`src/rtl/ps2_host_tx.sv`:
```
// PS/2 host-to-device transmitter: inhibits the bus, requests to send, shifts one
// command byte out on device-generated clocks and checks the device ACK.
module ps2_host_tx #(
    parameter int CLK_HOLD_CYCLES = 5000,
    parameter int TIMEOUT_CYCLES  = 750000
) (
    input  logic       system_clk,
    input  logic       reset,
    input  logic [7:0] tx_data,
    input  logic       tx_valid,
    output logic       tx_ready,
    input  logic       PS2_clk,
    input  logic       PS2_data,
    output logic       PS2_clk_drive_low,
    output logic       PS2_data_drive_low,
    output logic       tx_active,
    output logic       tx_done,
    output logic       tx_error,
    output logic [2:0] debug_state
);

    // Handshake: a byte transfers on any cycle where tx_valid && tx_ready;
    // tx_ready is high only in IDLE, and tx_valid at any other time is dropped.

    typedef enum logic [2:0] {
        IDLE      = 3'd0,
        INHIBIT   = 3'd1,
        REQUEST   = 3'd2,
        SEND      = 3'd3,
        ACK       = 3'd4,
        WAIT_IDLE = 3'd5
    } state_t;

    localparam int HOLD_W = (CLK_HOLD_CYCLES > 1) ? $clog2(CLK_HOLD_CYCLES) : 1;
    localparam int TOUT_W = (TIMEOUT_CYCLES > 1) ? $clog2(TIMEOUT_CYCLES) : 1;
    localparam logic [HOLD_W-1:0] HOLD_LAST = HOLD_W'(CLK_HOLD_CYCLES - 1);
    localparam logic [TOUT_W-1:0] TOUT_LAST = TOUT_W'(TIMEOUT_CYCLES - 1);

    state_t            state;
    logic [HOLD_W-1:0] hold_cnt;
    logic [TOUT_W-1:0] tout_cnt;
    logic [3:0]        bit_idx;
    logic [9:0]        frame;

    logic clk_meta, clk_sync, clk_prev;
    logic dat_meta, dat_sync;
    logic fall;

    // Idle-high reset values keep a spurious fall from appearing after reset.
    always_ff @(posedge system_clk or negedge reset) begin
        if (!reset) begin
            clk_meta <= 1'b1;
            clk_sync <= 1'b1;
            clk_prev <= 1'b1;
            dat_meta <= 1'b1;
            dat_sync <= 1'b1;
        end else begin
            clk_meta <= PS2_clk;
            clk_sync <= clk_meta;
            clk_prev <= clk_sync;
            dat_meta <= PS2_data;
            dat_sync <= dat_meta;
        end
    end

    assign fall        = clk_prev & ~clk_sync;
    assign debug_state = state;

    always_ff @(posedge system_clk or negedge reset) begin
        if (!reset) begin
            state              <= IDLE;
            hold_cnt           <= '0;
            tout_cnt           <= '0;
            bit_idx            <= '0;
            frame              <= '1;
            tx_ready           <= 1'b1;
            tx_active          <= 1'b0;
            tx_done            <= 1'b0;
            tx_error           <= 1'b0;
            PS2_clk_drive_low  <= 1'b0;
            PS2_data_drive_low <= 1'b0;
        end else begin
            tx_done  <= 1'b0;
            tx_error <= 1'b0;
            case (state)
                IDLE: begin
                    if (tx_valid && tx_ready) begin
                        // frame[0] is the bit currently on the line: start, d0..d7, odd parity, stop.
                        frame             <= {1'b1, ~^tx_data, tx_data, 1'b0};
                        hold_cnt          <= '0;
                        state             <= INHIBIT;
                        tx_ready          <= 1'b0;
                        tx_active         <= 1'b1;
                        PS2_clk_drive_low <= 1'b1;
                    end
                end
                INHIBIT: begin
                    if (hold_cnt == HOLD_LAST) begin
                        state              <= REQUEST;
                        PS2_data_drive_low <= 1'b1;
                    end else begin
                        hold_cnt <= hold_cnt + 1'b1;
                    end
                end
                REQUEST: begin
                    state              <= SEND;
                    bit_idx            <= '0;
                    tout_cnt           <= '0;
                    PS2_clk_drive_low  <= 1'b0;
                    PS2_data_drive_low <= ~frame[0];
                end
                SEND, ACK: begin
                    if (tout_cnt == TOUT_LAST) begin
                        state              <= IDLE;
                        tx_error           <= 1'b1;
                        tx_ready           <= 1'b1;
                        tx_active          <= 1'b0;
                        PS2_clk_drive_low  <= 1'b0;
                        PS2_data_drive_low <= 1'b0;
                    end else begin
                        tout_cnt <= tout_cnt + 1'b1;
                        if (fall && state == SEND) begin
                            if (bit_idx == 4'd9) begin
                                state              <= ACK;
                                PS2_data_drive_low <= 1'b0;
                            end else begin
                                bit_idx            <= bit_idx + 1'b1;
                                frame              <= {1'b1, frame[9:1]};
                                PS2_data_drive_low <= ~frame[1];
                            end
                        end else if (fall) begin
                            if (dat_sync) begin
                                state     <= IDLE;
                                tx_error  <= 1'b1;
                                tx_ready  <= 1'b1;
                                tx_active <= 1'b0;
                            end else begin
                                state <= WAIT_IDLE;
                            end
                        end
                    end
                end
                WAIT_IDLE: begin
                    if (clk_sync && dat_sync) begin
                        state     <= IDLE;
                        tx_done   <= 1'b1;
                        tx_ready  <= 1'b1;
                        tx_active <= 1'b0;
                    end
                end
                default: begin
                    state              <= IDLE;
                    tx_ready           <= 1'b1;
                    tx_active          <= 1'b0;
                    PS2_clk_drive_low  <= 1'b0;
                    PS2_data_drive_low <= 1'b0;
                end
            endcase
        end
    end

endmodule

```
`config.mk`:
```
export PLATFORM = sky130hd
export DESIGN_NAME = ps2_host_tx
export DESIGN_NICKNAME = d
export VERILOG_FILES = /design/src/rtl/ps2_host_tx.sv
export SDC_FILE = /design/constraint.sdc
export NUM_CORES = 1
export LEC_CHECK = 0
export CAP_MARGIN = 20
export CORE_ASPECT_RATIO = 2
export CORE_MARGIN = 2
export CORE_UTILIZATION = 59
export DETAILED_ROUTE_END_ITERATION = 16
export HOLD_SLACK_MARGIN = 0.15
export PLACE_DENSITY = 0.84
export SYNTH_ARGS = -nofsm -noshare
export SYNTH_HDL_FRONTEND = slang
export SYNTH_SLANG_ARGS = --single-unit
```
`constraint.sdc`:
```
create_clock -name system_clk -period 2.7 [get_ports system_clk]
set_clock_uncertainty 0.15 [all_clocks]
set_input_delay 0.54 -clock system_clk [delete_from_list [all_inputs] [get_ports system_clk]]
set_output_delay 0.54 -clock system_clk [all_outputs]
set_load 0.1 [all_outputs]
```
* Word level (Yosys, flattened, before mapping)
Cells that the tools add are included.
** Storage, ports and cells
- Bits in registers :: 61
- Output and inout bits :: 9
** Cells by class
- Mux-type cells :: 51
- $add $sub $neg :: 3
- Bitwise logic cells :: 7
- Reduce and logical (&&, ||, !) cells :: 20
- Equality and inequality tests :: 22
** Operators with widths (count)
- $mux W10 :: 4
- $pmux W20 S2 :: 1
- $mux W13 :: 2
- $pmux W13 S2 :: 1
- $mux W1 :: 24
- $mux W3 :: 8
- $add A20 B1 Y20 const B :: 1
- $eq A20 B20 Y1 const B :: 1
- $mux W20 :: 1
- $pmux W10 S2 :: 1
- $ne A2 B2 Y1 const B :: 8
- $pmux W3 S5 :: 1
- $add A13 B1 Y13 const B :: 1
- $eq A13 B13 Y1 const B :: 1
- $mux W4 :: 3
- $ne A3 B3 Y1 const B :: 4
- $pmux W1 S4 :: 3
- $reduce_and A5 Y1 :: 2
- $reduce_and A3 Y1 :: 3
- $ne A4 B4 Y1 const B :: 2
- $pmux W4 S2 :: 1
- $reduce_or A2 Y1 :: 4
- $reduce_xnor A8 Y1 :: 1
- $eq A3 B2 Y1 const B :: 2
- other kinds (13) :: 23

* Logic depth before layout (Yosys ltp)
Gate-level depths: netlist of run 1.
- Depth after elaboration :: 6
- Depth in mapped cells :: 8
- Mapped depth without buffers :: 7

* Worst setup path before layout of run 1
OpenSTA, ideal clock, no wires.
- Path type :: flip-flop to flip-flop
- Start point :: register state[0] (netlist: debug_state[0])
- End point :: register frame[1]
- Cell stages (with the launch flop) :: 7
- Library setup time :: 82 ps
- Arrival time :: 2493 ps
- Period minus slack after synthesis :: 2725 ps
- Slack :: -25 ps
- Data required time :: 2468 ps
- Path through :: dfrtp_1 clkbuf_1 and3b_1 nand2_1 or2_2 o22ai_4 mux2_4
** Between the ends
- Cells in the longest elaborated chain, start to end :: 4
- Elaborated cells between the ends (all ways) :: 12
- Classes of those cells :: 6 x eq/ne; 1 x mux; 5 x reduce/logical
** RTL lines
- start, declared :: RTL line 39 : state_t state;
- start signal, assigned :: RTL line 71 : state <= IDLE;
- start signal, assigned :: RTL line 91 : state <= INHIBIT;
- start signal, assigned :: RTL line 99 : state <= REQUEST;
- $eq A3 B2 Y1 or $eq A3 B3 Y1 (tied branches) :: RTL line 85, 122
- $reduce_or A2 Y1 or $logic_and A1 B1 Y1 (tied branches) :: RTL line 85, 122
- $ne A2 B2 Y1 (no line) or $reduce_bool A2 Y1 (tied branches)
- $reduce_and A5 Y1 (no line)
- end signal, assigned :: RTL line 89 : frame <= {1'b1, ~^tx_data, tx_data, 1'b0};
- end signal, assigned :: RTL line 128 : frame <= {1'b1, frame[9:1]};
- end, declared :: RTL line 43 : logic [9:0] frame;
Parallel ways exist; a longest one is shown, timed or not.
A chain may end at the register's enable or synchronous reset.

* Final worst setup path of run 1
- Start point :: register tout_cnt[11]
- End point :: register frame[3]
** Between the ends
- Cells in the longest elaborated chain, start to end :: 3
** RTL lines
- start, declared :: RTL line 41 : logic [TOUT_W-1:0] tout_cnt;
- start signal, assigned :: RTL line 121 : tout_cnt <= tout_cnt + 1'b1;
- $eq A20 B20 Y1 :: RTL line 113 : if (tout_cnt == TOUT_LAST) begin
- $ne A2 B2 Y1 (no line)
- $reduce_and A5 Y1 (no line)
No other way between the ends.

==> results of run 1 <==
==> cells by family (layout without fill, tap and decap cells) <==
family          count (synthesis)  after routing  synth area share
fa+ha+maj                       4              4            0.0144
mux                            26             26            0.0887
flops                          61             61             0.446
compound gates                 82             82             0.167
xor+xnor                       12             12            0.0303
simple gates                  156            156             0.224
buf+inv                        26             65            0.0296
==> placed cells by master, fill, tap and decap left out, types with 4 or more instances in the layout <==
master	Yosys	final
a211oi_1	6	6
nand3_1	16	16
xor2_1	4	4
clkdlybuf4s50_1	0	11
or2_2	7	7
nand2_1	62	62
and2_1	5	5
dfrtp_1	45	44
clkbuf_16	0	9
a21oi_1	12	12
inv_1	9	9
or3_1	8	8
ha_1	4	4
nand4_1	8	8
o21ai_0	22	22
and3_1	4	4
nor2_1	21	21
dfstp_2	16	16
mux2i_1	15	15
a22o_1	11	11
buf_4	1	25
o31ai_1	4	4
nor3_1	6	6
mux2_4	9	9
xnor2_1	8	8
==> sequential cells by signal, summed over array words and instances (netlist names) <==
register            flops
PS2_clk_drive_low       1
PS2_data_drive_low      1
bit_idx                 4
clk_meta                1
clk_prev                1
clk_sync                1
dat_meta                1
dat_sync                1
debug_state             3
frame                  10
hold_cnt               13
tout_cnt               20
tx_active               1
tx_done                 1
tx_error                1
tx_ready                1
==> worst paths after layout <==
| kind | startpoint | end | slack (ns) | depth (start not counted) |
|---|---|---|---|---|
| worst max-delay path | tout_cnt[11] | frame[3] | 0.08 | 5 |
| worst min-delay path | clk_meta | clk_sync | 0.20 | 0 |
| worst max register to register | tout_cnt[11] | frame[3] | 0.08 | 5 |
| worst min register to register | clk_meta | clk_sync | 0.20 | 0 |
| max in group asynchronous | reset | frame[9] | 1.10 | 3 |
| min in group asynchronous | reset | hold_cnt[7] | 0.62 | 2 |
==> per-layer routing <==
metal  routed length [um]  part of all wire
met1                 2880              0.34
met2                 4740              0.56
met3                  316             0.038
met4                  455             0.054
met5                    0                 0
==> worst max-delay path: stages, from the launching register on <==
cell	delay [ns]
dfrtp_1	0.41
or4b_4	0.59
or4_4	0.61
o21ai_4	0.25
o22ai_4	0.20
mux2_4	0.34
==> power by group <==
| part | switching, W | total, W | internal (W) |
|---|---|---|---|
| Clock | 0.000408 | 0.00114 | 0.000734 |
| Combinational | 0.00131 | 0.00213 | 0.000816 |
| Sequential | 0.000207 | 0.00138 | 0.00117 |
| Total | 0.00193 | 0.00465 | 0.00272 |
==> area by class of cell <==
cell class / count / area (um2)
inverters: 9 / 33.8
clock inverters: 6 / 62.6
multi-input cells: 280 / 1830
clock buffers: 10 / 239
fillers: 416 / 1580
well taps: 61 / 76.3
flip-flops and latches: 61 / 1550
repair buffers: 40 / 344
==> stage by stage <==
| step | hold slack, ns | instance area (um2) |
|---|---|---|
| 6_report | 0.200 | 4130 |
| 5_1_grt | 0.206 | 4130 |
| 4_1_cts | 0.204 | 4120 |
| 3_5_place_dp | 0.197 | 3810 |
| 3_3_place_gp | 0.197 | 3810 |
| 2_1_floorplan | 0.0944 | 3470 |
==> repair_timing <==
action,4_1_cts,5_1_grt
hold buffers,1,0
hold endpoints to repair,22,0
buffers inserted,0,0
gates resized for setup,0,2
setup endpoints to repair,0,1
==> summary.txt, run 1 <==
Leakage - 1.76 nW
Hold Crit Class - reg -> reg
FP Rows - 39
Post-DP HPWL - 5910 um
CP Launch Type - flip-flop
Via density - 6.41
Ys Warns - 0
Synth top area share - 0.325
Synthesized instance count - 367
Vias in the first global route - 3070
Top FF cell, synth - dfrtp_1
Initial Utilization - 0.607
Routed len/inst - 18.0 um
Die width - 58.2 um
Setup CP Type - reg -> reg
CTS tree - built
Largest net degree at the start of global routing - 34
RePlAce Congestion - 0.938
Share of cells above drive strength 1 - 0.214
Final-stage net count - 418
Core ar. - 5710 um2
First-pass GRT wire length - 14100 um
Post-synth EDFFs - 0
WL final - 8390 um
Ports - 22
Vias - 2994
Mapped Area - 3470 um2
Initial antenna violation count - 0
Clock sinks - 61
Synth area leaders - dfrtp_1, dfstp_2, nand2_1, mux2i_1, mux2_4
Tcrit/Tclk final - 0.971
Sequential area share after synthesis - 0.446
Worst Path Arrival - 2.73 ns
Die area - 6550 um2
Synth unique cells - 55
Area Overhead vs Synth - 19.1%
First-pass iteration count of the detailed router - 4
Total global routing overflow - 0
DRC - 0
IO Port Bufs - 21
Fin worst setup slack - 0.0791 ns
Place WS - 0.149 ns
Top post-synthesis cells by count - nand2_1, dfrtp_1, o21ai_0
Syn Area/Cell - 9.45 um2
Synth Register Bits - 61
RSZ-0062 raised after global routing - false
Diode count - 0
Placed Cells - 450
Pwr Total - 0.00465 W
Cell accounting for the most synthesized area - dfrtp_1
Skew-Pair Late Insertion Delay - 0.33 ns
Final slew viol count - 0
Net Count, Synth - 384
Clock-pin slew of the registers on the worst-case setup and hold paths - 0.05 ns
Met1 global-route usage - 0.309
Most frequent cell after synthesis - nand2_1
# setup viols final - 0
Pwr dens - 1130 nW/um2
Slew @ Worst Pin - 0.682 ns
# H-tree levels - 3
Rel. slew slack - 0.534
Grt met2 use - 0.487
Iteration-0 DRC Markers - 167
Type of destination of the critical path - flip-flop
FFs w/ async S/R, synth - 1.00
Setup TNS Final - 0 ns
Clock Path Buffers - 2
Chip height - 112 um
Routed Antenna Nets - 0
Layout Utilization - 0.724
Global routing's busiest layer - met2
Max capacitance violation total - 0
Non-Filler Instances - 467
Post-layout minimum cycle time - 2.62 ns
Status - complete, no violations
All-layer global routing usage - 0.287
Hold Vio Cnt, Final - 0
Fmax - 382 MHz
Clk root buf - clkbuf_16
GR Util met3 - 0.0576
Crit Path Max Fanout - 10
Num CTS Buffers - 9
Worst-case vdd ir drop - 1.04 mV
Worst Path Required - 2.81 ns
No activity file was read; power rests on OpenSTA's default activity.
==> inputs of run 2 (changes only) <==
--- a/config.mk
+++ b/config.mk
@@ -12,6 +12,7 @@
 export DETAILED_ROUTE_END_ITERATION = 16
 export HOLD_SLACK_MARGIN = 0.15
 export PLACE_DENSITY = 0.84
+export SETUP_SLACK_MARGIN = 0.15
 export SYNTH_ARGS = -nofsm -noshare
 export SYNTH_HDL_FRONTEND = slang
 export SYNTH_SLANG_ARGS = --single-unit
==> run 2 against run 1 <==
First-iteration DRC count grew 11%. Wire length grew 1.5%. Final cell count grew 1.3%. Sequential share of layout area shrank 0.064 points. Worst hold slack gained 0.0035 ns. Clock-buffer cell count grew 4. Highest routed layer unchanged.
==> summary.txt, run 2 (synthesis results as in run 1) <==
Status - complete, no violations (unchanged)
# setup viols final - 0 (unchanged)
Post-Place Cell Area - 3840 um2 (was 3810 um2)
Worst Path Arrival - 2.65 ns (was 2.73 ns)
Type of destination of the critical path - flip-flop (unchanged)
Worst-case vdd ir drop - 1.23 mV (was 1.04 mV)
Leakage - 1.75 nW (was 1.76 nW)
Routed len/inst - 18.0 um (about the same)
Place WS - 0.164 ns (was 0.149 ns)
Largest regs - tout_cnt x20, hold_cnt x13, frame x10 (unchanged)
Worst Path Required - 2.81 ns (about the same)
Sw frac - 0.425 (was 0.415)
Slew @ Worst Pin - 0.665 ns (was 0.682 ns)
Cells on Worst Hold Path - 0 (unchanged)
Internal power - 0.00268 W (was 0.00272 W)
Fin worst setup slack - 0.160 ns (was 0.0791 ns)
IO Port Bufs - 21 (unchanged)
Max capacitance violation total - 0 (unchanged)
Hold Crit Class - reg -> reg (unchanged)
RePlAce Congestion - 1.01 (was 0.938)
Setup TNS Final - 0 ns (unchanged)
Num CTS Buffers - 9 (unchanged)
Biggest register - tout_cnt (unchanged)
Clock Path Buffers - 2 (unchanged)
Switching Power - 0.00198 W (was 0.00193 W)
CP Launch Type - flip-flop (unchanged)
Vias - 2995 (was 2994)
First-pass GRT wire length - 14000 um (was 14100 um)
Ports - 22 (unchanged)
Reg2reg start - tout_cnt[11] (unchanged)
FF-to-FF path depth - 6 (was 5)
CTS tree - built (unchanged)
Rel. slew slack - 0.551 (was 0.534)
Largest net degree at the start of global routing - 29 (was 34)
Crit Path Max Fanout - 5 (was 10)
Sequential share of power - 0.298 (was 0.297)
First-pass iteration count of the detailed router - 7 (was 4)
Post-layout minimum cycle time - 2.54 ns (was 2.62 ns)
Final slew viol count - 0 (unchanged)
Post-route cell area - 4150 um2 (was 4130 um2)
Clock-pin slew of the registers on the worst-case setup and hold paths - 0.05 ns (about the same)
Die width - 58.2 um (unchanged)
RSZ-0062 raised after global routing - true (was false)
Initial antenna violation count - 0 (unchanged)
Initial Utilization - 0.607 (unchanged)
Setup CP Type - reg -> reg (unchanged)
Share of cells above drive strength 1 - 0.218 (was 0.214)
Iteration-0 DRC Markers - 185 (was 167)
Most frequent cells in the layout - nand2_1, dfrtp_1, buf_4 (unchanged)
Worst r2r dst - frame[2] (was frame[3])
Clk pwr share - 0.214 (was 0.246)
Area Overhead vs Synth - 19.5% (was 19.1%)
Vias in the first global route - 3060 (was 3070)
FP Rows - 39 (unchanged)
Final-stage net count - 424 (was 418)
Via density - 6.33 (was 6.41)
Total global routing overflow - 0 (unchanged)
Die area - 6550 um2 (unchanged)
Skew-Pair Late Insertion Delay - 0.34 ns (was 0.33 ns)
Clk root buf - clkbuf_16 (unchanged)
# H-tree levels - 3 (unchanged)
Fmax - 394 MHz (was 382 MHz)
Hold Vio Cnt, Final - 0 (unchanged)
Worst Hold End - clk_sync (unchanged)
Routed Antenna Nets - 0 (unchanged)
Post-DP HPWL - 6020 um (was 5910 um)
Clock sinks - 61 (unchanged)
Min-delay src - clk_meta (unchanged)
Commonest non-fill, non-tap cell in the layout - nand2_1 (unchanged)
Chip height - 112 um (unchanged)
Diode count - 0 (unchanged)
WL final - 8510 um (was 8390 um)
Pwr Total - 0.00466 W (was 0.00465 W)
Largest register FFs - 20 (unchanged)
Logic pwr share - 0.489 (was 0.458)
Tcrit/Tclk final - 0.941 (was 0.971)
Flop2flop setup slack - 0.16 ns (was 0.08 ns)
Core ar. - 5710 um2 (unchanged)
DRC - 0 (unchanged)
All-layer global routing usage - 0.287 (about the same)
Pwr dens - 1120 nW/um2 (was 1130 nW/um2)
## run 2: cell types whose count changed in the layout (fill, tap and decap cells not counted), sizes merged
cell and delta:
buf +5, clkbuf +4, clkinvlp -3, bufinv -1, o22ai +1
## run 2: metal layers
metal / share of wire / GRT usage / vias to the layer above
met4: 0.055 / 0.225 / 0
li1: - / - / 1417
met1: 0.35 / 0.289 / 1445
met3: 0.033 / 0.0611 / 45
met5: 0 / 0 / -
met2: 0.56 / 0.489 / 88
## run 2: power by group through the flow
stage,Clock (W),Sequential [W],Combinational (W)
floorplan,0,0.00168,0.00125
global route,0.00105,0.00141,0.00243
detailed placement,0,0.00137,0.00217
CTS,0.00101,0.00137,0.00218
global placement,0,0.00137,0.00210
finish,0.000994,0.00139,0.00228
## run 2: worst max-delay path, cell delays in order (launching register included)
cell	delay [ns]
dfrtp_1	0.39
or4b_4	0.56
or4_4	0.58
o21ai_4	0.18
buf_4	0.17
o22ai_4	0.11
mux2_4	0.33
## run 2: worst max-delay path by stage
stage	from	to	cells past startpoint
final	tout_cnt[11]	frame[2]	6
after global routing	tout_cnt[11]	frame[6]	6
after CTS	tout_cnt[11]	frame[5]	5
after detailed placement	tout_cnt[11]	frame[5]	5
after global placement	tout_cnt[11]	frame[4]	5
after floorplan	tout_cnt[11]	PS2_data_drive_low	6
## run 2: metrics by stage
step / cells / hold WS, ns / util
2_1_floorplan: 367 / 0.0944 / -
6_report: 473 / 0.204 / 0.726
4_1_cts: 469 / 0.204 / 0.718
5_1_grt: 473 / 0.210 / 0.726
3_5_place_dp: 452 / 0.198 / 0.672
3_3_place_gp: 452 / 0.197 / 0.672
## run 2: cell type report
type / count / area [um2]
clock inverter: 2 / 10.0
fill: 410 / 1560
inverter: 9 / 33.8
clock buffer: 14 / 244
multi-input combinational: 281 / 1840
timing repair buffer: 45 / 390
tap: 61 / 76.3
sequential: 61 / 1550
## run 2: timing repair
action                     in CTS  in global routing
hold endpoints to repair       17                  0
buffers inserted                0                  3
setup endpoints to repair       0                 13
hold buffers                    1                  0
resized for setup               0                  2
==> inputs of run 3 (changes only) <==
--- a/config.mk
+++ b/config.mk
@@ -13,6 +13,7 @@
 export HOLD_SLACK_MARGIN = 0.15
 export PLACE_DENSITY = 0.84
 export SETUP_SLACK_MARGIN = 0.15
+export SLEW_MARGIN = 20
 export SYNTH_ARGS = -nofsm -noshare
 export SYNTH_HDL_FRONTEND = slang
 export SYNTH_SLANG_ARGS = --single-unit
==> constraint.sdc (replaced) <==
create_clock -name system_clk -period 2.8 [get_ports system_clk]
set_clock_uncertainty 0.15 [all_clocks]
set_input_delay 0.56 -clock system_clk [delete_from_list [all_inputs] [get_ports system_clk]]
set_output_delay 0.56 -clock system_clk [all_outputs]
set_load 0.1 [all_outputs]
==> run 3 against run 2 <==
Clock-buffer cell count did not move. Wire length fell by 6.4%. Critical path depth fell by 1. Non-clock buffer count fell by 6. Critical path type unchanged. Worst setup slack improved by 0.040 ns. Sequential share of layout area rose by 0.72 points. Clock power fell by 0.4%. Sequential power fell by 7%. Global-route usage fell by 1.0 points. Combinational power fell by 9.6%.
==> summary.txt, run 3 (synthesis results as in run 1) <==
Max capacitance violation total - 0 (unchanged)
Initial antenna violation count - 0 (unchanged)
Via density - 6.30 (was 6.33)
# H-tree levels - 3 (unchanged)
Clock sinks - 61 (unchanged)
Commonest non-fill, non-tap cell in the layout - nand2_1 (unchanged)
Worst r2r dst - frame[8] (was frame[2])
Iteration-0 DRC Markers - 139 (was 185)
Leakage - 1.72 nW (was 1.75 nW)
Post-layout minimum cycle time - 2.60 ns (was 2.54 ns)
Clock-pin slew of the registers on the worst-case setup and hold paths - 0.05 ns (about the same)
IO Port Bufs - 21 (unchanged)
Layout Utilization - 0.712 (was 0.726)
CTS tree - built (unchanged)
Setup crit end - frame[8] (was frame[2])
Post-DP HPWL - 5760 um (was 6020 um)
Biggest register - tout_cnt (unchanged)
Slew @ Worst Pin - 0.667 ns (was 0.665 ns)
Chip height - 112 um (unchanged)
# setup viols final - 0 (unchanged)
Setup CP Type - reg -> reg (unchanged)
Die area - 6550 um2 (unchanged)
RePlAce Congestion - 0.936 (was 1.01)
Ports - 22 (unchanged)
Post-route cell area - 4060 um2 (was 4150 um2)
Routed len/inst - 17.1 um (was 18.0 um)
Diode count - 0 (unchanged)
Vias in the first global route - 2958 (was 3060)
Final-stage net count - 417 (was 424)
DRC - 0 (unchanged)
Hold Vio Cnt, Final - 0 (unchanged)
Largest net degree at the start of global routing - 28 (was 29)
Tcrit/Tclk final - 0.929 (was 0.941)
Critical-path cell list - or4b_4, or4_4, o21ai_4, o22ai_4, mux2_4 (was or4b_4, or4_4, o21ai_4, buf_4, o22ai_4, mux2_4)
Setup TNS Final - 0 ns (unchanged)
FF-to-FF path depth - 5 (was 6)
CP Launch Type - flip-flop (unchanged)
Die width - 58.2 um (unchanged)
Clock Path Buffers - 2 (unchanged)
WL final - 7970 um (was 8510 um)
Post-CTS Setup Bufs - 0 (unchanged)
Place WS - 0.221 ns (was 0.164 ns)
Post-Place Cell Area - 3790 um2 (was 3840 um2)
Critical-path top delay cell - or4_4 (unchanged)
Vias - 2938 (was 2995)
FF/Latch Area - 1550 um2 (about the same)
Area Overhead vs Synth - 17.2% (was 19.5%)
Status - complete, no violations (unchanged)
Flop2flop setup slack - 0.20 ns (was 0.16 ns)
Num CTS Buffers - 9 (unchanged)
Share of cells above drive strength 1 - 0.205 (was 0.218)
Type of destination of the critical path - flip-flop (unchanged)
FP Rows - 39 (unchanged)
Final slew viol count - 0 (unchanged)
Reg2reg start - tout_cnt[11] (unchanged)
Routed Antenna Nets - 0 (unchanged)
Initial Utilization - 0.607 (unchanged)
Skew-Pair Late Insertion Delay - 0.33 ns (was 0.34 ns)
Cells on Worst Hold Path - 0 (unchanged)
Pwr Total - 0.00435 W (was 0.00466 W)
Total global routing overflow - 0 (unchanged)
Slowest stage delay, CP - 0.60 ns (was 0.58 ns)
FILL cells - 437 (was 410)
Core ar. - 5710 um2 (unchanged)
Min-delay src - dat_meta (was clk_meta)
Worst Path Required - 2.91 ns (was 2.81 ns)
All-layer global routing usage - 0.277 (was 0.287)
Worst Path Arrival - 2.71 ns (was 2.65 ns)
Largest register FFs - 20 (unchanged)
First-pass GRT wire length - 13600 um (was 14000 um)
RSZ-0062 raised after global routing - true (unchanged)
Hold Crit Class - reg -> reg (unchanged)
Crit Path Max Fanout - 10 (was 5)
First-pass iteration count of the detailed router - 4 (was 7)
Largest regs - tout_cnt x20, hold_cnt x13, frame x10 (unchanged)
Pwr dens - 1070 nW/um2 (was 1120 nW/um2)
Fmax - 385 MHz (was 394 MHz)
Fin worst setup slack - 0.200 ns (was 0.160 ns)
Rel. slew slack - 0.550 (was 0.551)
Area occupied by multi-input gates - 1820 um2 (was 1840 um2)
Most frequent cells in the layout - nand2_1, dfrtp_1, buf_4 (unchanged)
Worst-case vdd ir drop - 1.22 mV (was 1.23 mV)
Clk root buf - clkbuf_16 (unchanged)
Worst setup startpoint - tout_cnt[11] (unchanged)
==> run 3: cell count changes in the layout (fill, tap and decap cells not counted) <==
cell,before,now
buf_4,30,26
buf_12,2,0
clkbuf_1,5,4
clkbuf_8,0,1
dfrtp_1,42,43
dfrtp_2,3,2
o22ai_4,2,1
==> run 3: how the worst min path moves through the flow <==
stage | endpoint | slack [ns]
5_1_grt | clk_sync | 0.21
6_report | dat_sync | 0.20
3_3_place_gp | clk_sync | 0.20
4_1_cts | dat_sync | 0.21
2_1_floorplan | PS2_clk_drive_low | 0.11
3_5_place_dp | dat_sync | 0.20
==> run 3: critical path, delay by kind of cell, from the launching register on <==
kind             cells  cell delay, ns
AND/OR/NAND/NOR      2            1.18
AO/OA/AOI/OAI        2            0.43
flip-flops           1            0.43
multiplexers         1            0.34
==> run 3: where the power goes <==
| group | internal, W | switching, W |
|---|---|---|
| Combinational | 0.000772 | 0.00129 |
| Sequential | 0.00113 | 0.000163 |
| Clock | 0.000620 | 0.000370 |
| Total | 0.00252 | 0.00182 |
==> run 3: layout make-up <==
type / count / area share
Clock buffer: 14 / 0.0625
Clock inverter: 2 / 0.00246
Inverter: 9 / 0.00831
Multi-Input combinational cell: 280 / 0.448
Sequential cell: 61 / 0.381
Tap cell: 61 / 0.0188
Timing Repair Buffer: 39 / 0.0788
==> run 3: layer usage <==
layer,track usage,routed length [um]
met5,0,0
met4,0.172,367
met3,0.0749,279
met2,0.479,4400
met1,0.283,2920
==> run 3: repair_timing <==
action	in CTS	in global routing
resized for setup	0	1
endpoints found under the setup margin	0	4
endpoints found under the hold margin	8	0
hold buffers	1	0
==> run 3: through the flow <==
| step | hold slack, ns | std cells |
|---|---|---|
| CTS | 0.206 | 466 |
| global route | 0.211 | 466 |
| finish | 0.204 | 466 |
| detailed placement | 0.199 | 449 |
| floorplan | 0.114 | 367 |
| global placement | 0.197 | 449 |
